`config.mk`:
```
export PLATFORM = sky130hd
export DESIGN_NAME = spi_slave_rx_flat
export DESIGN_NICKNAME = d
export VERILOG_FILES = /design/src/rtl/spi_slave_rx_if.sv /design/src/rtl/spi_slave_rx.sv /design/src/flat_wrapper.sv
export SDC_FILE = /design/constraint.sdc
export NUM_CORES = 1
export LEC_CHECK = 0
export ABC_AREA = 1
export CORE_UTILIZATION = 58
export DETAILED_ROUTE_END_ITERATION = 7
export HOLD_SLACK_MARGIN = 0.15
export MAX_ROUTING_LAYER = met4
export PLACE_DENSITY_LB_ADDON = 0.05
export SYNTH_ARGS = -nofsm -noshare
export SYNTH_HDL_FRONTEND = slang
export SYNTH_SLANG_ARGS = --single-unit
```
`constraint.sdc`:
```
create_clock -name clk_50m -period 2.8 [get_ports clk_50m]
set_input_delay 0.28 -clock clk_50m [delete_from_list [all_inputs] [get_ports clk_50m]]
set_output_delay 0.28 -clock clk_50m [all_outputs]
set_load 0.05 [all_outputs]
```
`src/rtl/spi_slave_rx_if.sv`:
```
// SPI slave receive port bundle: raw SPI pins plus the received-frame outputs.
interface spi_slave_rx_if #(
    parameter int unsigned DATA_W = 16
);
    logic              spi_cs;
    logic              spi_clk;
    logic              spi_mosi;
    logic              spi_miso;
    logic [DATA_W-1:0] rx_data;
    logic              rx_valid;
    logic              frame_err;
    logic              busy;

    // SPI master side: drives the bus, observes the slave's results.
    modport master (
        output spi_cs, spi_clk, spi_mosi,
        input  spi_miso, rx_data, rx_valid, frame_err, busy
    );

    // SPI slave side: samples the bus, presents received frames.
    modport slave (
        input  spi_cs, spi_clk, spi_mosi,
        output spi_miso, rx_data, rx_valid, frame_err, busy
    );
endinterface

```
`src/rtl/spi_slave_rx.sv`:
```
// SPI mode-0 slave receiver, fully oversampled in the clk_50m domain.
// Captures DATA_W-bit MSB-first frames, pulses rx_valid on a good frame and
// frame_err on a short or overlong one.
// Optional feature macro: SPI_SLAVE_RX_ECHO_EN -- when defined, spi_miso
// shifts out the previous good rx_data during each frame; otherwise it is 0.
module spi_slave_rx #(
    parameter int unsigned DATA_W      = 16,
    parameter int unsigned SYNC_STAGES = 2
) (
    input  logic           clk_50m,
    input  logic           rst_n,
    spi_slave_rx_if.slave  spi
);
    localparam int unsigned CNT_W = $clog2(DATA_W + 1);

    typedef enum logic [1:0] {
        IDLE  = 2'd0,
        SHIFT = 2'd1,
        DONE  = 2'd2
    } state_t;

    logic [SYNC_STAGES-1:0] cs_sync, sclk_sync, mosi_sync;
    logic                   cs_prev, sclk_prev;
    logic                   cs_lvl, sclk_lvl, mosi_bit;
    logic                   cs_fall, cs_rise, sclk_rise;

    state_t            state, state_n;
    logic [DATA_W-1:0] sr, sr_n;
    logic [CNT_W-1:0]  bit_cnt, bit_cnt_n;
    logic              overrun, overrun_n;
    logic [DATA_W-1:0] rx_data_q, rx_data_n;
    logic              rx_valid_q, rx_valid_n;
    logic              frame_err_q, frame_err_n;
    logic              busy_q, busy_n;

    // Synchronizer chains plus one edge-detect register for CS and SCK.
    always_ff @(posedge clk_50m or negedge rst_n) begin
        if (!rst_n) begin
            cs_sync   <= '1;
            sclk_sync <= '0;
            mosi_sync <= '0;
            cs_prev   <= 1'b1;
            sclk_prev <= 1'b0;
        end else begin
            cs_sync   <= {cs_sync[SYNC_STAGES-2:0], spi.spi_cs};
            sclk_sync <= {sclk_sync[SYNC_STAGES-2:0], spi.spi_clk};
            mosi_sync <= {mosi_sync[SYNC_STAGES-2:0], spi.spi_mosi};
            cs_prev   <= cs_sync[SYNC_STAGES-1];
            sclk_prev <= sclk_sync[SYNC_STAGES-1];
        end
    end

    assign cs_lvl    = cs_sync[SYNC_STAGES-1];
    assign sclk_lvl  = sclk_sync[SYNC_STAGES-1];
    assign mosi_bit  = mosi_sync[SYNC_STAGES-1];
    assign cs_fall   = cs_prev & ~cs_lvl;
    assign cs_rise   = ~cs_prev & cs_lvl;
    assign sclk_rise = ~sclk_prev & sclk_lvl;

    // FSM state, shift datapath and registered outputs.
    always_ff @(posedge clk_50m or negedge rst_n) begin
        if (!rst_n) begin
            state       <= IDLE;
            sr          <= '0;
            bit_cnt     <= '0;
            overrun     <= 1'b0;
            rx_data_q   <= '0;
            rx_valid_q  <= 1'b0;
            frame_err_q <= 1'b0;
            busy_q      <= 1'b0;
        end else begin
            state       <= state_n;
            sr          <= sr_n;
            bit_cnt     <= bit_cnt_n;
            overrun     <= overrun_n;
            rx_data_q   <= rx_data_n;
            rx_valid_q  <= rx_valid_n;
            frame_err_q <= frame_err_n;
            busy_q      <= busy_n;
        end
    end

    // Next-state and next-output logic; strobes line up with the DONE cycle.
    always_comb begin
        state_n     = state;
        sr_n        = sr;
        bit_cnt_n   = bit_cnt;
        overrun_n   = overrun;
        rx_data_n   = rx_data_q;
        rx_valid_n  = 1'b0;
        frame_err_n = 1'b0;
        case (state)
            IDLE: begin
                bit_cnt_n = '0;
                overrun_n = 1'b0;
                // Level check also catches a CS fall that landed during DONE.
                if (cs_fall || !cs_lvl) begin
                    state_n = SHIFT;
                end
            end
            SHIFT: begin
                // CS rise wins over a coincident SCK rise.
                if (cs_rise) begin
                    state_n = DONE;
                    if ((bit_cnt == CNT_W'(DATA_W)) && !overrun) begin
                        rx_valid_n = 1'b1;
                        rx_data_n  = sr;
                    end else begin
                        frame_err_n = 1'b1;
                    end
                end else if (sclk_rise) begin
                    if (bit_cnt < CNT_W'(DATA_W)) begin
                        sr_n      = {sr[DATA_W-2:0], mosi_bit};
                        bit_cnt_n = bit_cnt + CNT_W'(1);
                    end else begin
                        overrun_n = 1'b1;
                    end
                end
            end
            DONE: begin
                state_n = IDLE;
            end
            default: begin
                state_n = IDLE;
            end
        endcase
        busy_n = (state_n == SHIFT);
    end

    assign spi.rx_data   = rx_data_q;
    assign spi.rx_valid  = rx_valid_q;
    assign spi.frame_err = frame_err_q;
    assign spi.busy      = busy_q;

`ifdef SPI_SLAVE_RX_ECHO_EN
    logic             sclk_fall;
    logic [DATA_W-1:0] tx_sr, tx_sr_n;
    logic [CNT_W-1:0]  tx_cnt, tx_cnt_n;
    logic              miso_q, miso_n;

    assign sclk_fall = sclk_prev & ~sclk_lvl;

    // Echo shifter registers.
    always_ff @(posedge clk_50m or negedge rst_n) begin
        if (!rst_n) begin
            tx_sr  <= '0;
            tx_cnt <= '0;
            miso_q <= 1'b0;
        end else begin
            tx_sr  <= tx_sr_n;
            tx_cnt <= tx_cnt_n;
            miso_q <= miso_n;
        end
    end

    // Load the last good word at frame start, advance one bit per SCK fall.
    always_comb begin
        tx_sr_n  = tx_sr;
        tx_cnt_n = tx_cnt;
        miso_n   = 1'b0;
        if ((state == IDLE) && (state_n == SHIFT)) begin
            miso_n   = rx_data_q[DATA_W-1];
            tx_sr_n  = {rx_data_q[DATA_W-2:0], 1'b0};
            tx_cnt_n = CNT_W'(1);
        end else if ((state == SHIFT) && (state_n == SHIFT)) begin
            miso_n = miso_q;
            if (sclk_fall) begin
                if (tx_cnt < CNT_W'(DATA_W)) begin
                    miso_n   = tx_sr[DATA_W-1];
                    tx_sr_n  = {tx_sr[DATA_W-2:0], 1'b0};
                    tx_cnt_n = tx_cnt + CNT_W'(1);
                end else begin
                    miso_n = 1'b0;
                end
            end
        end
    end

    assign spi.spi_miso = miso_q;
`else
    assign spi.spi_miso = 1'b0;
`endif

endmodule

```
`src/flat_wrapper.sv`:
```
// flat-port wrapper written by rule: the top's interface ports become plain ports
module spi_slave_rx_flat 
#(
    parameter int unsigned DATA_W      = 16,
    parameter int unsigned SYNC_STAGES = 2
)
  (clk_50m, rst_n, spi_spi_cs, spi_spi_clk, spi_spi_mosi, spi_spi_miso, spi_rx_data, spi_rx_valid, spi_frame_err, spi_busy);
  spi_slave_rx_if #(.DATA_W(DATA_W)) spi_i ();
  input  logic clk_50m;
  input  logic rst_n;
  input wire logic [$bits(spi_i.spi_cs)-1:0] spi_spi_cs;
  input wire logic [$bits(spi_i.spi_clk)-1:0] spi_spi_clk;
  input wire logic [$bits(spi_i.spi_mosi)-1:0] spi_spi_mosi;
  output wire logic [$bits(spi_i.spi_miso)-1:0] spi_spi_miso;
  output wire logic [$bits(spi_i.rx_data)-1:0] spi_rx_data;
  output wire logic [$bits(spi_i.rx_valid)-1:0] spi_rx_valid;
  output wire logic [$bits(spi_i.frame_err)-1:0] spi_frame_err;
  output wire logic [$bits(spi_i.busy)-1:0] spi_busy;
  assign spi_i.spi_cs = spi_spi_cs;
  assign spi_i.spi_clk = spi_spi_clk;
  assign spi_i.spi_mosi = spi_spi_mosi;
  assign spi_spi_miso = spi_i.spi_miso;
  assign spi_rx_data = spi_i.rx_data;
  assign spi_rx_valid = spi_i.rx_valid;
  assign spi_frame_err = spi_i.frame_err;
  assign spi_busy = spi_i.busy;
  spi_slave_rx #(.DATA_W(DATA_W), .SYNC_STAGES(SYNC_STAGES)) u_core (.clk_50m(clk_50m), .rst_n(rst_n), .spi(spi_i));
endmodule
```
==> results by group, run 1 <==
Run status
  • Status: finished, final reports clean

Setup path
  • End point of the critical path: spi_rx_data[0]
  • Slowest cell delay on critical path: roughly 0.81 ns
  • Arrival time of the worst setup path: roughly 1.6 ns
  • Critical path depth in cells: 1
  • Crit path capture type: output pin
  • Setup slack of the most critical reg-to-reg path: about 1 ns
  • Gate family responsible for the most delay along the worst path: buffers and inverters
  • Worst Path Class, Setup: reg2out
  • Cell chain of the critical path: clkdlybuf4s50_1
  • CP Launch Point: u_core.spi.rx_data[0]
  • Data required, critical path: roughly 2.5 ns
  • Crit path max-delay cell type: clkdlybuf4s50_1
  • Capture point of the worst reg-to-reg path: u_core.sr[5]
  • Number of cells on the worst reg-to-reg path: 7
  • R2R Path Start: u_core.state[0]
  • Count of buffering cells on the critical path with inverters included: 1
  • Startpoint kind of the worst setup timing path: flip-flop
  • Max Fanout on Critical Path: 2

Logic synthesis
  • Number of distinct library cell variants in the gate-level netlist after synthesis: 22
  • Avg Inst Size Synth: between 9 and 10 um2
  • Post-synthesis register bit count: between 50 and 60
  • Synth warnings: 0
  • Post-synthesis instance area: approximately 2100 um2
  • Share of synthesized area occupied by flip-flops and latches: between 60% and 70%
  • Cells after synthesis: 228
  • Post-synthesis net count: 235

Timing
  • Hold violation count in the final report: 0
  • Final critical path time including I/O delays and setup: about 1.8 ns
  • Worst hold-check slack: between 0.3 and 0.4 ns
  • Relative slew slack: a little over a quarter
  • FMAX: around 540 MHz
  • Final number of setup-violating endpoints: 0
  • Setup repair after global routing missed its margin: false
  • Slew at the pin with the worst max-slew slack: between 1 and 1.5 ns
  • Aggregate negative setup slack: 0 ns
  • Final worst path period share: between 60% and 70%
  • Final worst slack: 0.965 ns
  • Max-slew violation count: 0
  • Worst Clk Skew: about 0.0094 ns

Place
  • Number of port buffers: 23
  • Sum of net half-perimeters after detailed placement: about 2500 um
  • Total cell area at the placement stage: between 2000 and 2500 um2
  • Placer's final routability congestion estimate: about 0.89
  • Worst slack at placement: 1.09 ns
  • Placed cells: roughly 290

Floorplan
  • Total Die Area: between 3000 and 4000 um2
  • Floorplan die height: 62.2 um
  • Num ports: 25
  • Chip width: roughly 62 um
  • Core area: about 3400 um2
  • Starting density of the core: between 60% and 70%
  • Number of standard-cell rows in the floorplan: 21

Layout
  • Total inserted antenna cells: 0
  • Layout fillers: between 200 and 300
  • Leading cell type in the layout, fill and taps excluded: nand2_1
  • Count of placed standard cells in the final layout, fillers left out: 300
  • Area grow syn2layout: 15.5%
  • Leading cell types in the layout, fill and taps excluded: nand2_1 (93), dfrtp_1 (48), nand3_1 (37), clkdlybuf4s50_1 (22), inv_1 (13)
  • Fraction of the core area covered by cells at the end of the flow: between 70% and 80%
  • Ratio of cells with drive above 1 in the final layout: slightly above 8%
  • Total number of nets in the final design: 260
  • Post-route cell area: about 2400 um2

Clocking
  • Clock net sink count: 51
  • Setup bufs post-CTS: 0
  • Resized cells post-CTS: 0
  • CTS tree: done
  • Clock slew at reported path FFs: between 0.1 and 0.15 ns
  • CTS Buffer Depth: 2
  • Cts bufs inserted: 5
  • Insertion delay of the later-clocked pin in the worst-skew pair: between 0.3 and 0.4 ns
  • H-tree Lvls: 2
  • Clock root buffer: clkbuf_4

Global routing
  • Number of antenna violations at the first check in global routing: 0
  • Number of global-route vias before repair: roughly 1500
  • Largest net degree at the start of global routing: 52
  • Aggregate global routing overflow: 0
  • Global-route total usage across every layer: 23.1%
  • First-pass GRT wire length: about 6700 um

Pwr
  • Total power density per cell area: approximately 580 nW/um2
  • Leakage power: ~1.3 nW
  • Maximum vdd drop: around 0.40 mV
  • Post-route total power: 1.40 mW

Drt
  • Number of search-and-repair iterations in the first detailed-routing pass: 4
  • Total via count after detailed routing: approximately 1600
  • Average routed wire per standard cell: 12.7 um
  • Wire length reported by the detailed router: 3820 um
  • 1st-iter DRT viols: just over 100
  • Count of unresolved DRC violations after routing: 0
  • Via density per instance: ~5.2
  • Number of nets with antenna violations after routing: 0

Job
  • Maxcap violations: 0

Worst hold path
  • Hold Path Class: in2reg
  • Hold Path Stages: 1
state kept, by name (all words and copies together) (netlist names):
name / flops
u_core.spi.rx_data: 16
u_core.state: 2
u_core.bit_cnt: 5
u_core.sclk_prev: 1
u_core.overrun: 1
u_core.spi.frame_err: 1
u_core.sclk_sync: 2
u_core.spi.rx_valid: 1
u_core.cs_sync: 2
u_core.spi.busy: 1
u_core.cs_prev: 1
u_core.sr: 16
u_core.mosi_sync: 2
worst min path at each step:
stage,startpoint,to,slack (ns)
after floorplan,rst_n,u_core.bit_cnt[0],-0.02
after global placement,u_core.sclk_sync[0],u_core.sclk_sync[1],0.33
after detailed placement,u_core.sclk_sync[0],u_core.sclk_sync[1],0.34
after CTS,spi_spi_cs,u_core.cs_sync[0],0.31
after global routing,spi_spi_cs,u_core.cs_sync[0],0.30
final,spi_spi_cs,u_core.cs_sync[0],0.32
cells by family (layout without fill, tap and decap cells):
group           after synthesis  after routing  synth area share (%)
compound gates                4              4                  1.19
xor+xnor                      1              1                 0.417
fa+ha+maj                     2              2                  1.19
buf+inv                      22             48                  5.24
flops                        51             51                  60.9
other cells                   1              1                 0.179
simple gates                147            147                  30.9
where the power goes:
part | internal (mW) | switching [mW] | total, mW
registers | 0.791 | 0.0474 | 0.839
logic | 0.0478 | 0.105 | 0.153
clock network | 0.190 | 0.222 | 0.411
total | 1.03 | 0.375 | 1.40
routing by layer:
metal	global-route usage [%]	part of all wire [%]	vias to the layer above
li1	-	-	766
met3	6.07	3.3	5
met2	34.3	49	32
met1	30.2	47	753
met5	-	0	-
met4	9.59	1.5	0
cell usage after synthesis:
| library cell | count | area [um2] |
|---|---|---|
| nand2_1 | 93 | 349 |
| buf_4 | 3 | 22.5 |
| a21oi_1 | 2 | 10.0 |
| nand2_2 | 2 | 12.5 |
| xnor2_1 | 1 | 8.76 |
| nor2_4 | 2 | 22.5 |
| buf_6 | 2 | 22.5 |
| dfstp_2 | 3 | 78.8 |
| nand3_1 | 37 | 185 |
| clkbuf_1 | 2 | 7.51 |
| nand4_1 | 2 | 12.5 |
| nor3_4 | 1 | 16.3 |
| nand2_4 | 1 | 11.3 |
| conb_1 | 1 | 3.75 |
| inv_1 | 13 | 48.8 |
| inv_2 | 1 | 3.75 |
| nor2_2 | 2 | 12.5 |
| nor2_1 | 7 | 26.3 |
| dfrtp_1 | 48 | 1200 |
| ha_1 | 2 | 25.0 |
| a211oi_1 | 2 | 15.0 |
| buf_2 | 1 | 5.00 |
what timing repair did:
action | CTS | global route
setup endpoints to repair | 0 | 0
hold buffers | 1 | 0
endpoints found under the hold margin | 48 | 0
layout make-up:
type | instances | area (um2) | share of cell area (%)
multi-input cells | 155 | 711 | 29.3
clock buffers | 7 | 45.0 | 1.86
well taps | 46 | 57.6 | 2.37
repair buffers | 26 | 250 | 10.3
flip-flops and latches | 51 | 1280 | 52.8
clock inverters | 1 | 30.0 | 1.24
inverters | 14 | 52.6 | 2.17
No activity file was read; power rests on OpenSTA's default activity.
==> run 2, diff against run 1 <==
CORE_UTILIZATION = 54   (was 58)
clock period = 1.8 ns   (was 2.8 ns; I/O delays follow)
==> run 2 against run 1 <==
Clock power grew 60%. Largest cell class unchanged. Clock-buffer cell count is 1 lower. First-iteration DRC count down 3.9%. Worst hold slack lost 0.038 ns. Sequential power grew 56%. Combinational power is 51% higher. Worst setup slack got worse by 0.83 ns. Global-route usage decreased by 2.9 points.
==> results by group, run 2 (same netlist as run 1, synthesis figures left out) <==
Layout
  • Total number of nets in the final design: roughly 260
  • Area grow syn2layout: 17.5%
  • Count of placed standard cells in the final layout, fillers left out: 304
  • Leading cell types in the layout, fill and taps excluded: nand2_1 (93), dfrtp_1 (48), nand3_1 (37), clkdlybuf4s50_1 (22), inv_1 (13)
  • Multi-input logic area: between 700 and 800 um2
  • Ratio of cells with drive above 1 in the final layout: under 10%
  • Layout fillers: between 300 and 400
  • Leading cell type in the layout, fill and taps excluded: nand2_1
  • Post-route cell area: 2470 um2
  • Total inserted antenna cells: 0
  • Combined flip-flop and latch cell area: ~1300 um2

Setup path
  • Arrival time of the worst setup path: ~1.5 ns
  • Startpoint kind of the worst setup timing path: flip-flop
  • Cell chain of the critical path: clkdlybuf4s50_1
  • Count of buffering cells on the critical path with inverters included: 1
  • Crit path max-delay cell type: clkdlybuf4s50_1
  • Data required, critical path: ~1.6 ns
  • Max Fanout on Critical Path: 2
  • Number of cells on the worst reg-to-reg path: 7
  • Gate family responsible for the most delay along the worst path: buffers and inverters
  • Slowest cell delay on critical path: 0.81 ns
  • R2R Path Start: u_core.cs_sync[1]
  • Capture point of the worst reg-to-reg path: u_core.spi.rx_data[3]
  • Worst Path Class, Setup: reg2out
  • Crit path capture type: output pin
  • Setup slack of the most critical reg-to-reg path: about 0.14 ns

Timing
  • Aggregate negative setup slack: 0 ns
  • Setup repair after global routing missed its margin: false
  • Final worst path period share: between 90% and 100%
  • Worst Clk Skew: about 0.01 ns
  • Final critical path time including I/O delays and setup: around 1.7 ns
  • Max-slew violation count: 0
  • Slew at the pin with the worst max-slew slack: between 0.6 and 0.7 ns
  • Final number of setup-violating endpoints: 0
  • Relative slew slack: between 50 and 60%
  • FMAX: ~600 MHz
  • Hold violation count in the final report: 0

Floorplan
  • Num ports: 25
  • Total Die Area: 4140 um2
  • Floorplan die height: 64.4 um
  • Number of standard-cell rows in the floorplan: 22
  • Chip width: roughly 64 um
  • Core area: around 3700 um2
  • Starting density of the core: 57.0%

Clocking
  • Clock net sink count: 51
  • CTS Buffer Depth: 2
  • CTS tree: done
  • Setup bufs post-CTS: 0
  • H-tree Lvls: 2
  • Clock slew at reported path FFs: 0.09 ns
  • Clock root buffer: clkbuf_8
  • Cts bufs inserted: 5
  • Insertion delay of the later-clocked pin in the worst-skew pair: 0.31 ns

Global routing
  • First-pass GRT wire length: 6110 um
  • Number of global-route vias before repair: 1375
  • Global-route total usage across every layer: 20.2%
  • Largest net degree at the start of global routing: 52
  • Number of antenna violations at the first check in global routing: 0
  • Aggregate global routing overflow: 0

Place
  • Number of port buffers: 23
  • Placed cells: roughly 300
  • Sum of net half-perimeters after detailed placement: ~2400 um
  • Placer's final routability congestion estimate: a little over 0.8
  • Total cell area at the placement stage: roughly 2400 um2

Worst hold path
  • Hold Path Stages: 1
  • Origin of the worst min-delay path: spi_spi_cs
  • Hold Crit Endpoint: u_core.cs_sync[0]
  • Hold Path Class: in2reg

Pwr
  • Total power density per cell area: between 800 and 900 nW/um2
  • Leakage power: 1.32 nW
  • Maximum vdd drop: 0.674 mV

Drt
  • Via density per instance: about 5.0
  • 1st-iter DRT viols: 98
  • Number of nets with antenna violations after routing: 0
  • Count of unresolved DRC violations after routing: 0
  • Number of search-and-repair iterations in the first detailed-routing pass: 4
  • Average routed wire per standard cell: between 10 and 15 um
  • Total via count after detailed routing: approximately 1500
  • Wire length reported by the detailed router: 3620 um

Job
  • Maxcap violations: 0

Run status
  • Status: finished, final reports clean
## run 2: repair_timing
action                                  4_1_cts  5_1_grt
hold endpoints to repair                     48        0
endpoints found under the setup margin        0       16
gates resized for setup                       0        1
hold buffers                                  1        0
## run 2: power by group
group          internal [mW]  leakage [nW]  switching (mW)
Clock                  0.302        0.0470           0.356
Combinational         0.0781         0.600           0.153
Sequential              1.23         0.678          0.0746
## run 2: area by class of cell
type                    count  area share [%]
flip-flops and latches     51            51.9
multi-input cells         155            29.0
repair buffers             29            11.0
clock buffers               6            3.35
well taps                  48            2.43
inverters                  14            2.13
clock inverters             1           0.203
## run 2: metal layers
metal / share of wire [%] / track usage, %
met1: 50 / 27.3
met2: 44 / 29.5
met3: 4.1 / 3.75
met4: 1.8 / 10.0
met5: 0 / -
## run 2: how the worst max path moves through the flow
stage / from / depth (start not counted) / slack [ns] / endpoint
2_1_floorplan: u_core.bit_cnt[0] / 8 / 0.32 / u_core.spi.rx_data[0]
3_3_place_gp: u_core.cs_prev / 5 / 0.08 / u_core.sr[12]
3_5_place_dp: u_core.cs_prev / 5 / 0.04 / u_core.sr[13]
4_1_cts: u_core.cs_prev / 5 / 0.03 / u_core.sr[13]
5_1_grt: u_core.cs_sync[1] / 7 / 0.02 / u_core.spi.rx_data[10]
6_report: u_core.spi.rx_data[2] / 1 / 0.14 / spi_rx_data[2]
## run 2: per-stage QoR
stage / utilization (%) / hold WS, ns / power [mW] / setup slack, ns
2_1_floorplan: - / -0.116 / 1.48 / 0.322
3_3_place_gp: 64.1 / 0.326 / 1.56 / 0.0811
3_5_place_dp: 64.1 / 0.329 / 1.56 / 0.0400
4_1_cts: 66.8 / 0.271 / 2.21 / 0.0282
5_1_grt: 66.9 / 0.284 / 2.29 / 0.0170
6_report: 66.9 / 0.278 / 2.19 / 0.138
